--- config.mk ---
export PLATFORM = sky130hd
export DESIGN_NAME = stereo_audio_parallelizer_flat
export DESIGN_NICKNAME = d
export VERILOG_FILES = /design/src/rtl/audio_pkg.sv /design/src/rtl/stereo_audio_parallelizer_if.sv /design/src/rtl/stereo_audio_parallelizer_pair_slot.sv /design/src/rtl/stereo_audio_parallelizer.sv /design/src/flat_wrapper.sv
export SDC_FILE = /design/constraint.sdc
export NUM_CORES = 1
export LEC_CHECK = 0
export CAP_MARGIN = 20
export CELL_PAD_IN_SITES_DETAIL_PLACEMENT = 1
export CELL_PAD_IN_SITES_GLOBAL_PLACEMENT = 2
export CORE_UTILIZATION = 39
export DETAILED_ROUTE_END_ITERATION = 16
export DONT_BUFFER_PORTS = 1
export GPL_ROUTABILITY_DRIVEN = 0
export PLACE_DENSITY_LB_ADDON = 0.1
export REMOVE_ABC_BUFFERS = 1
export SLEW_MARGIN = 20
export SYNTH_ARGS = -nofsm -noshare
export SYNTH_HDL_FRONTEND = slang
export SYNTH_HIERARCHICAL = 1
export SYNTH_SLANG_ARGS = --single-unit
--- constraint.sdc ---
create_clock -name clk -period 1.75 [get_ports clk]
set_clock_uncertainty 0.1 [all_clocks]
set_input_delay 0.35 -clock clk [delete_from_list [all_inputs] [get_ports clk]]
set_output_delay 0.35 -clock clk [all_outputs]
set_load 0.01 [all_outputs]
--- src/rtl/audio_pkg.sv ---
// audio_pkg: shared audio sample width and stereo frame type.
package audio_pkg;
    localparam int AUDIO_WIDTH = 32;
    typedef struct packed {
        logic [AUDIO_WIDTH-1:0] left;
        logic [AUDIO_WIDTH-1:0] right;
    } stereo_sample_t;
endpackage

--- src/rtl/stereo_audio_parallelizer_if.sv ---
// stereo_audio_parallelizer_if: serial tagged-word input and stereo frame output handshakes.
// Ports: i_valid/i_ready/i_is_left/i_audio (serial side), o_valid/o_ready/o_left/o_right (frame side).
// slave = the parallelizer, master = the producer/consumer environment.
interface stereo_audio_parallelizer_if
    import audio_pkg::*;
#(
    parameter int WIDTH = AUDIO_WIDTH
);
    logic             i_valid;
    logic             i_ready;
    logic             i_is_left;
    logic [WIDTH-1:0] i_audio;
    logic             o_valid;
    logic             o_ready;
    logic [WIDTH-1:0] o_left;
    logic [WIDTH-1:0] o_right;
    modport slave (
        input  i_valid, i_is_left, i_audio, o_ready,
        output i_ready, o_valid, o_left, o_right
    );
    modport master (
        output i_valid, i_is_left, i_audio, o_ready,
        input  i_ready, o_valid, o_left, o_right
    );
endinterface

--- src/rtl/stereo_audio_parallelizer_pair_slot.sv ---
// audio_pair_slot: single-entry valid/ready output register holding one stereo frame.
// Ports: clk, reset, load_i/data_i (new frame), consume_i (downstream ready),
// valid_o/data_o (held frame), ready_o (slot can take a frame this cycle).
module audio_pair_slot
    import audio_pkg::*;
#(
    parameter int WIDTH = AUDIO_WIDTH
) (
    input  logic               clk,
    input  logic               reset,
    input  logic               load_i,
    input  logic               consume_i,
    input  logic [2*WIDTH-1:0] data_i,
    output logic               valid_o,
    output logic               ready_o,
    output logic [2*WIDTH-1:0] data_o
);
    logic               valid_q, valid_d;
    logic [2*WIDTH-1:0] data_q, data_d;
    // A load in the same cycle as a consume replaces the frame and keeps valid high.
    always_comb begin
        valid_d = load_i ? 1'b1 : (consume_i ? 1'b0 : valid_q);
        data_d  = load_i ? data_i : data_q;
    end
    always_ff @(posedge clk) begin
        valid_q <= reset ? 1'b0 : valid_d;
        data_q  <= reset ? '0 : data_d;
    end
    assign ready_o = !valid_q || consume_i;
    assign valid_o = valid_q;
    assign data_o  = data_q;
endmodule

--- src/rtl/stereo_audio_parallelizer.sv ---
// stereo_audio_parallelizer: packs alternating left/right serial words into stereo frames.
// Ports: clk, reset (sync, active-high), bus (stereo_audio_parallelizer_if.slave).
// Optional: STEREO_AUDIO_PARALLELIZER_ORDER_CHECK_EN drops right words not preceded by a left.
module stereo_audio_parallelizer
    import audio_pkg::*;
#(
    parameter int WIDTH = AUDIO_WIDTH
) (
    input  logic                          clk,
    input  logic                          reset,
    stereo_audio_parallelizer_if.slave    bus
);
    logic               in_fire;
    logic               load;
    logic [WIDTH-1:0]   left_q, left_d;
    logic [2*WIDTH-1:0] frame;
    assign in_fire = bus.i_valid && bus.i_ready;
    assign left_d  = (in_fire && bus.i_is_left) ? bus.i_audio : left_q;
`ifdef STEREO_AUDIO_PARALLELIZER_ORDER_CHECK_EN
    logic pend_q, pend_d;
    // A left arms the pair, a right (accepted or dropped) disarms it.
    assign pend_d = in_fire ? bus.i_is_left : pend_q;
    assign load   = in_fire && !bus.i_is_left && pend_q;
    always_ff @(posedge clk) begin
        pend_q <= reset ? 1'b0 : pend_d;
    end
`else
    assign load = in_fire && !bus.i_is_left;
`endif
    always_ff @(posedge clk) begin
        left_q <= reset ? '0 : left_d;
    end
    audio_pair_slot #(.WIDTH(WIDTH)) u_slot (
        .clk       (clk),
        .reset     (reset),
        .load_i    (load),
        .consume_i (bus.o_ready),
        .data_i    ({left_q, bus.i_audio}),
        .valid_o   (bus.o_valid),
        .ready_o   (bus.i_ready),
        .data_o    (frame)
    );
    assign bus.o_left  = frame[2*WIDTH-1:WIDTH];
    assign bus.o_right = frame[WIDTH-1:0];
endmodule

--- src/flat_wrapper.sv ---
// flat-port wrapper written by rule: the top's interface ports become plain ports
module stereo_audio_parallelizer_flat import audio_pkg::*;
#(
    parameter int WIDTH = AUDIO_WIDTH
)
  (clk, reset, bus_i_valid, bus_i_is_left, bus_i_audio, bus_o_ready, bus_i_ready, bus_o_valid, bus_o_left, bus_o_right);
  stereo_audio_parallelizer_if #(.WIDTH(WIDTH)) bus_i ();
  input  logic clk;
  input  logic reset;
  input wire logic [$bits(bus_i.i_valid)-1:0] bus_i_valid;
  input wire logic [$bits(bus_i.i_is_left)-1:0] bus_i_is_left;
  input wire logic [$bits(bus_i.i_audio)-1:0] bus_i_audio;
  input wire logic [$bits(bus_i.o_ready)-1:0] bus_o_ready;
  output wire logic [$bits(bus_i.i_ready)-1:0] bus_i_ready;
  output wire logic [$bits(bus_i.o_valid)-1:0] bus_o_valid;
  output wire logic [$bits(bus_i.o_left)-1:0] bus_o_left;
  output wire logic [$bits(bus_i.o_right)-1:0] bus_o_right;
  assign bus_i.i_valid = bus_i_valid;
  assign bus_i.i_is_left = bus_i_is_left;
  assign bus_i.i_audio = bus_i_audio;
  assign bus_i.o_ready = bus_o_ready;
  assign bus_i_ready = bus_i.i_ready;
  assign bus_o_valid = bus_i.o_valid;
  assign bus_o_left = bus_i.o_left;
  assign bus_o_right = bus_i.o_right;
  stereo_audio_parallelizer #(.WIDTH(WIDTH)) u_core (.clk(clk), .reset(reset), .bus(bus_i));
endmodule
Yosys cells after proc, flatten, opt, wreduce, memory -nomap -nowiden
Index checks and enable logic that the tools add are counted.
{ "classes": {"reduce_logical": 7, "n_mux": 2} }
{ "ops": {"columns": ["operator", "n"], "rows": [
  ["logical AND 1 bit", 3],
  ["zero test 1 bit", 2],
  ["2-to-1 mux 1 bit", 2],
  ["nonzero test 2 bit", 1],
  ["logical OR 1 bit", 1]
]} }
{ "totals": {"regBits": 97, "output_inout_bits": 66, "input_bits": 37} }

Depth between registers and ports, before layout
{ "logic_depth": {"word_depth": 5, "mapped_depth": 7} }

Hierarchy
Netlist, hierarchy kept.
{ "modules_own_cells": {"columns": ["module", "seq_area_each_um2", "area_each_um2", "cells_each", "n_inst"], "rows": [
  ["audio_pair_slot", 1301.2, 2344.7, 210, 1],
  ["stereo_audio_parallelizer", 640.6, 1473.9, 142, 1]
]} }

Least setup slack after synthesis
OpenSTA, ideal clock, no wires.
{ "synth_path": {"kind": "input to register", "startpoint": "input bus_o_ready", "endpoint": "register u_core.u_slot.data_q[20], in the netlist u_core/u_slot/data_o[20]", "stages": 7, "t_arrival_ps": 1302, "setup_time_ps": 128, "setup_slack_ps": 220, "required_ps": 1522, "cell_sequence": "nand2b_1 nand2_1 nor2_1 buf_6 buf_12 mux2i_1 nor2_1"} }
{ "synth_via": {"elab_chain_len": 3} }
{ "synth_rtl": {"columns": ["element", "line_no", "source"], "rows": [
  ["start: declaration", "flat_wrapper.sv:13", "input wire logic [$bits(bus_i.o_ready)-1:0] bus_o_ready;"],
  ["logical OR 1 bit", "stereo_audio_parallelizer_pair_slot.sv:29", "assign ready_o = !valid_q || consume_i;"],
  ["logical AND 1 bit", "stereo_audio_parallelizer.sv:17", "assign in_fire = bus.i_valid && bus.i_ready;"],
  ["logical AND 1 bit", "stereo_audio_parallelizer.sv:28", "assign load = in_fire && !bus.i_is_left;"],
  ["via u_core.load", "stereo_audio_parallelizer.sv:14", "logic load;"],
  ["end signal: assignment", "stereo_audio_parallelizer_pair_slot.sv:27", "data_q <= reset ? '0 : data_d;"],
  ["end: declaration", "stereo_audio_parallelizer_pair_slot.sv:19", "logic [2*WIDTH-1:0] data_q, data_d;"]
]} }
The timed path passes the listed nets, and every way through them passes these cells.
A chain may end at the register's enable or synchronous reset.

Worst setup path after layout
{ "layout_path": {"startpoint": "register u_core.u_slot.valid_q, in the netlist u_core/u_slot/valid_o", "endpoint": "register u_core.u_slot.data_q[56], in the netlist u_core/u_slot/data_o[56]"} }
{ "layout_via": {"elab_chain_len": 4} }
{ "layout_rtl": {"columns": ["element", "line_no", "source"], "rows": [
  ["start: declaration", "stereo_audio_parallelizer_pair_slot.sv:18", "logic valid_q, valid_d;"],
  ["start signal: assignment", "stereo_audio_parallelizer_pair_slot.sv:26", "valid_q <= reset ? 1'b0 : valid_d;"],
  ["zero test 1 bit", "stereo_audio_parallelizer_pair_slot.sv:29", null],
  ["logical OR 1 bit", "stereo_audio_parallelizer_pair_slot.sv:29", null],
  ["logical AND 1 bit", "stereo_audio_parallelizer.sv:17", null],
  ["logical AND 1 bit", "stereo_audio_parallelizer.sv:28", null],
  ["via u_core.load", "stereo_audio_parallelizer.sv:14", null]
]} }
The timed path passes the listed nets, and every way through them passes these cells.

==> flow_metrics.py <==
metrics = {
    "clock_tree": {
        "cts_sinks": 97,
        "cts_max_level": 3,
        "cts_root_buffer": "clkbuf_8",
        "ctsLongestPathBuffers": 2,
        "clkSlewWorstSetupHoldPaths_ps": 90,
        "clock_latency_ps": 350,
        "numCtsBuffers": 9,
        "post-cts-setup-buffer-count": 0,
        "cts_resized": 0,
        "cts_tree": "done",
    },
    "die": {
        "die_x_um": 101,
        "core-area_um2": 9370,
        "die_h_um": 101,
        "ioPinCount": 103,
        "row_count": 35,
        "start_util_pct": 40.7,
        "dieArea_um2": 10200,
    },
    "timing": {
        "setup_viol": 0,
        "finalCritPeriodShare_pct": 86.3,
        "fmax_mhz": 663,
        "worstMarginPinSlew_ps": 461,
        "rsz0062_at_grt": "false",
        "setup_ws_ps": 241,
        "final.setup.tns_ps": 0,
        "finalMaxSlewViolations": 0,
        "hold_violations": 0,
        "whs_ps": 41.3,
        "fin_crit_ps": 1510,
        "max_slew_margin_pct": 69.2,
    },
    "power": {
        "power.leakage_nw": 1.51,
        "ir_drop_mv": 0.432,
        "power_frac_clock_pct": 35.4,
        "p_sw_mw": 0.990,
        "sequentialPowerShare_pct": 57.2,
        "power_mw": 4.14,
        "comb_power_share_pct": 7.4,
        "powerDensity_nw_per_um2": 1020,
        "switching_share_pct": 23.9,
        "p_int_mw": 3.15,
    },
    "detailed_routing": {
        "ant_nets": 0,
        "drtPass1Iterations": 4,
        "wl_per_cell_um": 16.0,
        "drc": 0,
        "drt-total-wl_um": 7650,
        "drt_iter0_markers": 51,
        "vias_per_cell": 4.81,
        "num_vias": 2301,
    },
    "worst_setup_path": {
        "arrival_ps": 1630,
        "end_kind": "flip-flop",
        "crit_family": "simple AND/OR/NAND/NOR gates",
        "slowest_delay_ps": 360,
        "path_class": "flip-flop to flip-flop",
        "startpoint_type": "flip-flop",
        "path_cells": "nand2b_1 > nand2_1 > nor2_4 > buf_12 > mux2i_1 > nor2_1",
        "cp_num_buf_inv": 1,
        "path_max_fanout": 34,
        "required_ps": 1870,
        "cp_slowest_cell": "dfxtp_1",
    },
    "yosys": {
        "synth.top_cell.area_share_pct": 50.9,
        "synthCells": 352,
        "synth-seq-area-share_pct": 50.9,
        "yosys.area.top_type": "dfxtp_1",
        "synth.avg_cell_area_um2": 10.8,
        "synth-seq-cells": 97,
        "ys_top_cells_by_area": "dfxtp_1 51%, mux2i_1 25%, nand2b_1 11%, nor2_1 6.4%, buf_12 4.2%",
        "synth_area_um2": 3820,
        "yosysWarningCount": 6,
        "ys_types": 14,
    },
    "status": {
        "outcome": "finished clean",
    },
    "job": {
        "maxCapViolCount": 0,
    },
    "cells_and_area": {
        "final_util_pct": 43.2,
        "nets": 381,
        "fillers": 1037,
        "antenna_cells": 0,
        "drive_gt1_share_pct": 6.30,
        "fin_area_um2": 4050,
        "stdcell_count": 478,
        "syn2layout_area_growth_pct": 5.93,
    },
    "placement": {
        "place_ws_ps": 229,
        "place_inst": 460,
        "numPortBuffers": 0,
        "dp_hpwl_um": 4350,
        "dpl-instance-area_um2": 3810,
    },
    "global_routing": {
        "grt-ovfl-total": 0,
        "grt_pass1_wl_um": 11200,
        "grt_max_degree": 130,
        "antenna_found_initial": 0,
        "grt_usage_pct": 14.1,
        "grt_pass1_vias": 2234,
    },
    "hold_path": {
        "hold_path_class": "input pin to flip-flop",
    },
}
-- per-layer routing --
layer	GRT usage [%]	routed length, µm
met2	22.9	3600
met3	4.58	507
met1	17.0	3410
met4	6.69	124
met5	0	0
-- power groups by stage --
stage / clock network (mW) / logic [mW] / registers (mW)
finish: 1.47 / 0.305 / 2.37
global placement: 0 / 0.267 / 2.42
floorplan: 0 / 0.251 / 2.41
CTS: 1.53 / 0.276 / 2.37
global route: 1.60 / 0.335 / 2.39
detailed placement: 0 / 0.276 / 2.43
-- kinds of logic (layout without fill, tap and decap cells) --
family / Yosys count / count (layout) / synth area share [%]
AND/OR/NAND/NOR: 132 / 132 / 17.3
AO/OA/AOI/OAI: 1 / 1 / 0.131
buffers and inverters: 26 / 23 / 6.55
flip-flops: 97 / 97 / 50.9
multiplexers: 96 / 96 / 25.2
-- worst paths after layout --
check | to | slack (ps) | cells past startpoint | from
setup / recovery | u_core/u_slot/data_o[56]$_SDFFE_PP0P_ | 240 | 6 | u_core/u_slot/valid_o$_SDFFE_PP0P_
hold / removal | u_core/left_q[29]$_SDFFE_PP0P_ | 40 | 2 | bus_i_audio[29]
setup reg to reg | u_core/u_slot/data_o[56]$_SDFFE_PP0P_ | 240 | 6 | u_core/u_slot/valid_o$_SDFFE_PP0P_
hold reg to reg | u_core/left_q[29]$_SDFFE_PP0P_ | 380 | 2 | u_core/left_q[29]$_SDFFE_PP0P_
-- synthesized netlist by cell type --
master	number
nand2b_1	65
buf_12	8
buf_2	3
and3_1	1
a21oi_1	1
dfxtp_1	97
buf_6	2
mux2i_1	96
nor2_1	65
inv_2	1
buf_4	1
nand2_1	1
buf_1	3
clkbuf_1	8
-- sequential cells by signal (all words and copies together) (netlist names) --
| signal | cells |
|---|---|
| u_core/u_slot/data_o | 64 |
| u_core/left_q | 32 |
| u_core/u_slot/valid_o | 1 |
-- cells in the final DEF, fill, tap and decap left out, types with 2 or more instances in the layout --
master      count
dfxtp_1        97
nor2_1         64
buf_12          3
mux2i_1        96
clkbuf_8       10
nand2b_1       65
clkbuf_1        2
clkinvlp_4      3
-- layout make-up --
type / count / area [µm²] / share of cell area (%)
inverters: 1 / 3.75 / 0.0928
multi-input cells: 229 / 1640 / 40.4
clock buffers: 12 / 145 / 3.59
repair buffers: 6 / 105 / 2.60
flip-flops and latches: 97 / 1940 / 48.0
clock inverters: 4 / 52.6 / 1.30
well taps: 129 / 161 / 3.99
Power figures use the tool's default switching activity.
